<file path="src/rtl/pipe_hazard_controller.sv">
// Stall/flush sequencer for the five-stage pipeline. Decides each cycle between
// freeze, branch flush, RAW-hazard bubble or run. It also keeps a saturating
// stall-cycle counter and a sticky watchdog for hung multi-cycle stages.
module pipe_hazard_controller #(
   parameter int unsigned CNT_W     = 16,
   parameter int unsigned MAX_STALL = 255,
   parameter bit          WB_BYPASS = 1'b1
) (
   input  logic             CLK,
   input  logic             RST,
   input  logic             ex_valid_i,
   input  logic             ex_ready_i,
   input  logic             mem_valid_i,
   input  logic             mem_ready_i,
   input  logic             branch_taken_i,
   input  logic [4:0]       a1_id_i,
   input  logic [4:0]       a2_id_i,
   input  logic             use_a1_i,
   input  logic             use_a2_i,
   input  logic [4:0]       a3_ex_i,
   input  logic [4:0]       a3_mem_i,
   input  logic [4:0]       a3_wb_i,
   input  logic             we_ex_i,
   input  logic             we_mem_i,
   input  logic             we_wb_i,
   output logic             pc_en_o,
   output logic             if_id_en_o,
   output logic             id_ex_en_o,
   output logic             ex_mem_en_o,
   output logic             mem_wb_en_o,
   output logic             if_id_flush_o,
   output logic             id_ex_flush_o,
   output logic [2:0]       state_o,
   output logic [CNT_W-1:0] stall_cycles_o,
   output logic             timeout_o
);

   typedef enum logic [2:0] {
      StRun     = 3'd0,
      StExWait  = 3'd1,
      StMemWait = 3'd2,
      StHazard  = 3'd3,
      StFlush   = 3'd4
   } state_e;

   localparam logic [CNT_W-1:0] MaxStall = CNT_W'(MAX_STALL);

   state_e           state_q, state_d;
   logic [CNT_W-1:0] freeze_cnt_q, freeze_cnt_d;
   logic [CNT_W-1:0] stall_cnt_q, stall_cnt_d;
   logic             timeout_q, timeout_d;

   logic mem_frz, ex_frz, freeze;
   logic wb_chk;
   logic a1_hit, a2_hit, hazard;

   assign mem_frz = mem_valid_i & ~mem_ready_i;
   assign ex_frz  = ex_valid_i & ~ex_ready_i;
   assign freeze  = mem_frz | ex_frz;

   // WB writer only matters when the register file cannot write-before-read.
   assign wb_chk = we_wb_i & ~WB_BYPASS;

   assign a1_hit = (we_ex_i & (a1_id_i == a3_ex_i)) | (we_mem_i & (a1_id_i == a3_mem_i)) |
                   (wb_chk & (a1_id_i == a3_wb_i));
   assign a2_hit = (we_ex_i & (a2_id_i == a3_ex_i)) | (we_mem_i & (a2_id_i == a3_mem_i)) |
                   (wb_chk & (a2_id_i == a3_wb_i));
   assign hazard = (use_a1_i & a1_hit) | (use_a2_i & a2_hit);

   // Priority decision: freeze > branch > hazard > run; outputs forced low in reset.
   always_comb begin
      pc_en_o       = 1'b1;
      if_id_en_o    = 1'b1;
      id_ex_en_o    = 1'b1;
      ex_mem_en_o   = 1'b1;
      mem_wb_en_o   = 1'b1;
      if_id_flush_o = 1'b0;
      id_ex_flush_o = 1'b0;
      state_d       = StRun;
      if (freeze) begin
         pc_en_o     = 1'b0;
         if_id_en_o  = 1'b0;
         id_ex_en_o  = 1'b0;
         ex_mem_en_o = 1'b0;
         mem_wb_en_o = 1'b0;
         state_d     = mem_frz ? StMemWait : StExWait;
      end else if (branch_taken_i && (state_q != StFlush)) begin
         // In FLUSH the EX stage holds a bubble, so a branch there is stale.
         if_id_flush_o = 1'b1;
         id_ex_flush_o = 1'b1;
         state_d       = StFlush;
      end else if (hazard) begin
         pc_en_o       = 1'b0;
         if_id_en_o    = 1'b0;
         id_ex_flush_o = 1'b1;
         state_d       = StHazard;
      end
      if (RST) begin
         pc_en_o       = 1'b0;
         if_id_en_o    = 1'b0;
         id_ex_en_o    = 1'b0;
         ex_mem_en_o   = 1'b0;
         mem_wb_en_o   = 1'b0;
         if_id_flush_o = 1'b0;
         id_ex_flush_o = 1'b0;
      end
   end

   // Freeze run length, watchdog and saturating stall counter next-state.
   always_comb begin
      freeze_cnt_d = '0;
      if (freeze) begin
         freeze_cnt_d = (freeze_cnt_q == '1) ? freeze_cnt_q : freeze_cnt_q + 1'b1;
      end
      timeout_d   = timeout_q | (freeze & (freeze_cnt_d >= MaxStall));
      stall_cnt_d = stall_cnt_q;
      if (!pc_en_o && (stall_cnt_q != '1)) begin
         stall_cnt_d = stall_cnt_q + 1'b1;
      end
   end

   // State and counter registers.
   always_ff @(posedge CLK or posedge RST) begin
      if (RST) begin
         state_q      <= StRun;
         freeze_cnt_q <= '0;
         stall_cnt_q  <= '0;
         timeout_q    <= 1'b0;
      end else begin
         state_q      <= state_d;
         freeze_cnt_q <= freeze_cnt_d;
         stall_cnt_q  <= stall_cnt_d;
         timeout_q    <= timeout_d;
      end
   end

   assign state_o        = state_q;
   assign stall_cycles_o = stall_cnt_q;
   assign timeout_o      = timeout_q;

endmodule

</file>
<file path="config.mk">
export PLATFORM = sky130hd
export DESIGN_NAME = pipe_hazard_controller
export DESIGN_NICKNAME = d
export VERILOG_FILES = /design/src/rtl/pipe_hazard_controller.sv
export SDC_FILE = /design/constraint.sdc
export NUM_CORES = 1
export LEC_CHECK = 0
export CORE_MARGIN = 8
export CORE_UTILIZATION = 48
export CTS_BUF_LIST = sky130_fd_sc_hd__clkbuf_16
export CTS_CLUSTER_SIZE = 30
export DETAILED_ROUTE_END_ITERATION = 10
export HOLD_SLACK_MARGIN = 0.06
export PLACE_DENSITY = 0.8
export SLEW_MARGIN = 25
export SYNTH_ARGS = -nofsm -noshare
export SYNTH_HDL_FRONTEND = slang
export SYNTH_SLANG_ARGS = --single-unit
export TNS_END_PERCENT = 5
</file>
<file path="constraint.sdc">
create_clock -name CLK -period 3.3 [get_ports CLK]
set_input_delay 0.66 -clock CLK [delete_from_list [all_inputs] [get_ports CLK]]
set_output_delay 0.66 -clock CLK [all_outputs]
set_load 0.02 [all_outputs]
</file>
=== Word level (Yosys, flattened, before mapping) ===
Cells that the tools add are included.

* Add/sub/neg operators: 2
* $lt $le $gt $ge: 1
* Eq/ne operators: 7
* Mux-type cells: 19
* Bitwise logic cells: 16
* Reductions and logical operators: 3

{| class="wikitable"
|+ Operators by type and width
! operator !! number
|-
| $add A16 B1 Y16 const B || 2
|-
| $mux W16 || 2
|-
| $eq A5 B5 Y1 || 4
|-
| $eq A16 B16 Y1 const B || 1
|-
| $ge A16 B8 Y1 const B || 1
|-
| $ne A16 B16 Y1 const B || 1
|-
| $mux W1 || 13
|-
| $and A1 B1 Y1 || 9
|-
| $mux W3 || 2
|-
| $or A1 B1 Y1 || 5
|-
| $mux W2 || 2
|-
| $ne A3 B3 Y1 const B || 1
|-
| $logic_and A1 B1 Y1 || 2
|-
| $not A1 Y1 || 2
|-
| $logic_not A1 Y1 || 1
|}

* Flip-flop bits (word level): 36
* Bits of input ports: 37

=== Depth between registers and ports, before layout ===
Gate-level depths: netlist of the first run.

* Word-level depth: 11
* Gate-level depth with buffers: 8
* Gate-level depth less buffers: 7

=== Least setup slack after synthesis of the first run ===
No wires, ideal clock.

* Path kind: input-to-output
* Start point: in RST
* End point: out pc_en_o
* Arrival: 2677 ps
* Required time: 2640 ps
* Slack: -37 ps
* Stages: 5
* Path through: inv_1 -> nand2_1 -> clkbuf_1 -> nor2_1 -> buf_4

* Cells in the longest elaborated chain, start to end: 1

{| class="wikitable"
|+ Ends and longest elaborated chain
! what !! RTL line !! RTL
|-
| from (decl) || 10 || <nowiki>input logic RST,</nowiki>
|-
| $mux W1 || n/a ||
|-
| to (decl) || 26 || <nowiki>output logic pc_en_o,</nowiki>
|}

No other way between the ends.

=== Final worst setup path of the first run ===
* Start point: in a2_id_i[0]
* End point: out id_ex_flush_o

* Cells in the longest elaborated chain, start to end: 9
* Elaborated cells between the ends (all ways): 11
* Classes of those cells: eq/ne: 2; mux: 4; bitwise: 5

{| class="wikitable"
|+ Ends and longest elaborated chain
! what !! RTL line !! RTL
|-
| from (decl) || 17 || <nowiki>input logic [4:0] a2_id_i,</nowiki>
|-
| $eq A5 B5 Y1 || 66 || <nowiki>assign a2_hit = (we_ex_i & (a2_id_i == a3_ex_i)) | (we_mem_i & (a2_id_i == a3_mem_i)) |</nowiki>
|-
| $and A1 B1 Y1 || 66 ||
|-
| $or A1 B1 Y1 * || 66 ||
|-
| $and A1 B1 Y1 * || 68 || <nowiki>assign hazard = (use_a1_i & a1_hit) | (use_a2_i & a2_hit);</nowiki>
|-
| $or A1 B1 Y1 * || 68 ||
|-
| $mux W1 * || 92 || <nowiki>end else if (hazard) begin</nowiki>
|-
| $mux W1 * || 87 || <nowiki>end else if (branch_taken_i && (state_q != StFlush)) begin</nowiki>
|-
| $mux W1 * || 80 || <nowiki>if (freeze) begin</nowiki>
|-
| $mux W1 * || 98 || <nowiki>if (RST) begin</nowiki>
|-
| to (decl) || 32 || <nowiki>output logic id_ex_flush_o,</nowiki>
|}

Every way passes the cells marked *; elsewhere a longest branch is shown, timed or not.

==> results of run 1 <==
[area by class of cell]
cell class                      instances  share of cell area
Tap cell                               54             0.02249
Clock buffer                            5             0.04165
Inverter                                8             0.01125
Timing Repair Buffer                   61              0.2016
Clock inverter                          2            0.002499
Sequential cell                        36              0.2999
Multi-Input combinational cell        183              0.4207
[per-layer routing]
metal,vias to the layer above,track usage,wire (um)
met1,919,0.2036,2502
met4,0,0.07929,148
met3,12,0.03415,326
met5,-,0,0
li1,974,-,-
met2,79,0.2513,2528
[state kept, by name (all words and copies together) (netlist names)]
name	count
freeze_cnt_q	16
state_o	3
timeout_o	1
stall_cycles_o	16
[timing repair]
item | in CTS | in global routing
endpoints found under the setup margin | 0 | 2
hold buffers | 0 | 0
gates resized for setup | 0 | 2
[placed cells by master (no fill, tap or decap), drive strengths merged, types with 8 or more instances in the layout]
cell type / n
nand3: 12
nand4: 12
xnor2: 39
dfrtp: 36
o21ai: 9
nor2: 23
nand2: 11
nor3: 8
and3: 8
clkdlybuf4s50: 55
[cells by family after synthesis]
logic type                 after synthesis  share of synthesized area
AOI/OAI and AO/OA                       41                     0.1363
xor gates and xnor gates                43                     0.1668
adders and majority gates                2                    0.01108
buffers and inverters                   17                    0.04155
DFF                                     36                     0.3989
muxes                                    4                    0.01828
and+or+nand+nor                         93                     0.2272
[worst max-delay path: stages]
cell and delay, ns:
clkdlybuf4s50_1 0.51, xnor2_1 0.15, nand4_1 0.13, o22a_1 0.26
a31oi_1 0.17, clkdlybuf4s50_1 0.64
[worst paths after layout]
path                                                from                             to  cells after the start
setup / recovery                              a2_id_i[0]                  id_ex_flush_o                      6
hold / removal             stall_cycles_o[8]$_DFFE_PP0P_  stall_cycles_o[8]$_DFFE_PP0P_                      1
setup reg to reg               freeze_cnt_q[0]$_DFF_PP0_            timeout_o$_DFF_PP0_                      7
hold reg to reg            stall_cycles_o[8]$_DFFE_PP0P_  stall_cycles_o[8]$_DFFE_PP0P_                      1
max in group asynchronous                            RST      freeze_cnt_q[7]$_DFF_PP0_                      3
min in group asynchronous                            RST  stall_cycles_o[5]$_DFFE_PP0P_                      3
[metrics by stage]
stage / cell area (um^2) / instances / setup slack [ns] / power [mW]
3_3_place_gp: 2867 / 342 / 0.1119 / 0.9518
6_report: 3004 / 349 / 0.1081 / 1.380
3_5_place_dp: 2867 / 342 / 0.08314 / 0.9634
5_1_grt: 3004 / 349 / 0.01300 / 1.450
4_1_cts: 2999 / 349 / 0.08447 / 1.397
2_1_floorplan: 2262 / 236 / 0.3824 / 0.7683
[where the power goes]
part / internal (mW) / total [mW] / switching [mW]
combinational: 0.209 / 0.398 / 0.189
clock: 0.269 / 0.427 / 0.158
sequential: 0.495 / 0.555 / 0.0605
==> metrics.cfg, run 1 <==
[clock_tree]
clk_path_buf_depth=2
htreeDepth=2
clk_pin_slew_ns=0.05
cts.sinks=36
root_buffer=clkbuf_16
worstSkewPairLatency_ns=0.28
numCtsBuffers=5
cts_tree=done
cts_setup_buffers=0

[synth]
synth_common_cells=39 x xnor2_1, 36 x dfrtp_1, 22 x nor2_1
yosysSeqAreaShare=0.3989
synth_warnings=0
synth_area_um2=2258
synth-edff-count=0
ys_types=46
synth_top_area_share=0.3989
syn_inst=236
synth_area_leaders=dfrtp_1 40%, xnor2_1 15%, nor2_1 3.7%
yosysMostFrequentCell=xnor2_1
synth_area_per_cell_um2=9.570
synth_ff_type=dfrtp_1
yosys_register_bits=36
synth_nets=275
async_reset_ff_frac=1.000
yosysTopAreaCell=dfrtp_1

[timing]
skew_ns=0.006977
finalHoldViolCount=0
slew_headroom=0.5923
worst_pin_slew_ns=0.6064
setup_violations=0
final_max_slew_viol_count=0
fin_crit_sh=0.9673
fmax_ghz=0.3133
holdWs_ns=0.5040
fin_crit_ns=3.192
fin_setup_tns_ns=0
rsz0062_at_grt=no

[drt]
routed_wl_um=5506
ant_nets=0
via_per_inst=5.685
drc=0
wire_per_inst_um=15.78
vias=1984
initialDrtViolationCount=83
first_pass_iters=4

[final_layout]
seqCellArea_um2=900.9
multi_input_area_um2=1264
drive_gt1_frac=0.06102
utilization=0.6489
antenna_cells=0
area_delta_synth_final_pct=33.02
nets=334
n_fill_cell=364

[power_and_ir_drop]
cellPowerDensity_nw_per_um2=459.3
p_leak_nw=1.163
ir_drop_mv=0.4671

[worst_setup_path]
critical_path_class=in2out
endpoint_kind=output port
ff2ff_setup_slack_ns=0.79
required_ns=2.64
critPathLaunchType=primary input
worstPathArrival_ns=2.53
crit_fanout=3

[floorplanning]
row_count=25
die_area_um2=7156
core-area_um2=4629
ios=64
fp.dieW_um=84.60
die_h_um=84.60
initial_core_util=0.4878

[placement]
dp_hpwl_um=4304
portBuffers=57
gp_congestion=0.8825

[global_route]
grt-ovfl-total=0
grt_pass1_wl_um=9315
antenna_found_initial=0
gr-usage-all-layers=0.1604
grt_pass1_vias=1946
grt_max_degree=37

[outcome]
status=finished, final reports clean

[min_path]
hold_path.class=reg2reg

[run]
max_cap_viol_count=0

(Power assumes the default switching activity.)
==> run 2: changes to the inputs <==
--- a/config.mk
+++ b/config.mk
@@ -8,7 +8,6 @@
 export CORE_MARGIN = 8
 export CORE_UTILIZATION = 48
 export CTS_BUF_LIST = sky130_fd_sc_hd__clkbuf_16
-export CTS_CLUSTER_SIZE = 30
 export DETAILED_ROUTE_END_ITERATION = 10
 export HOLD_SLACK_MARGIN = 0.06
 export PLACE_DENSITY = 0.8
==> results of run 2 <==
No change in the layout: final DEF, timing and power equal those of run 1.
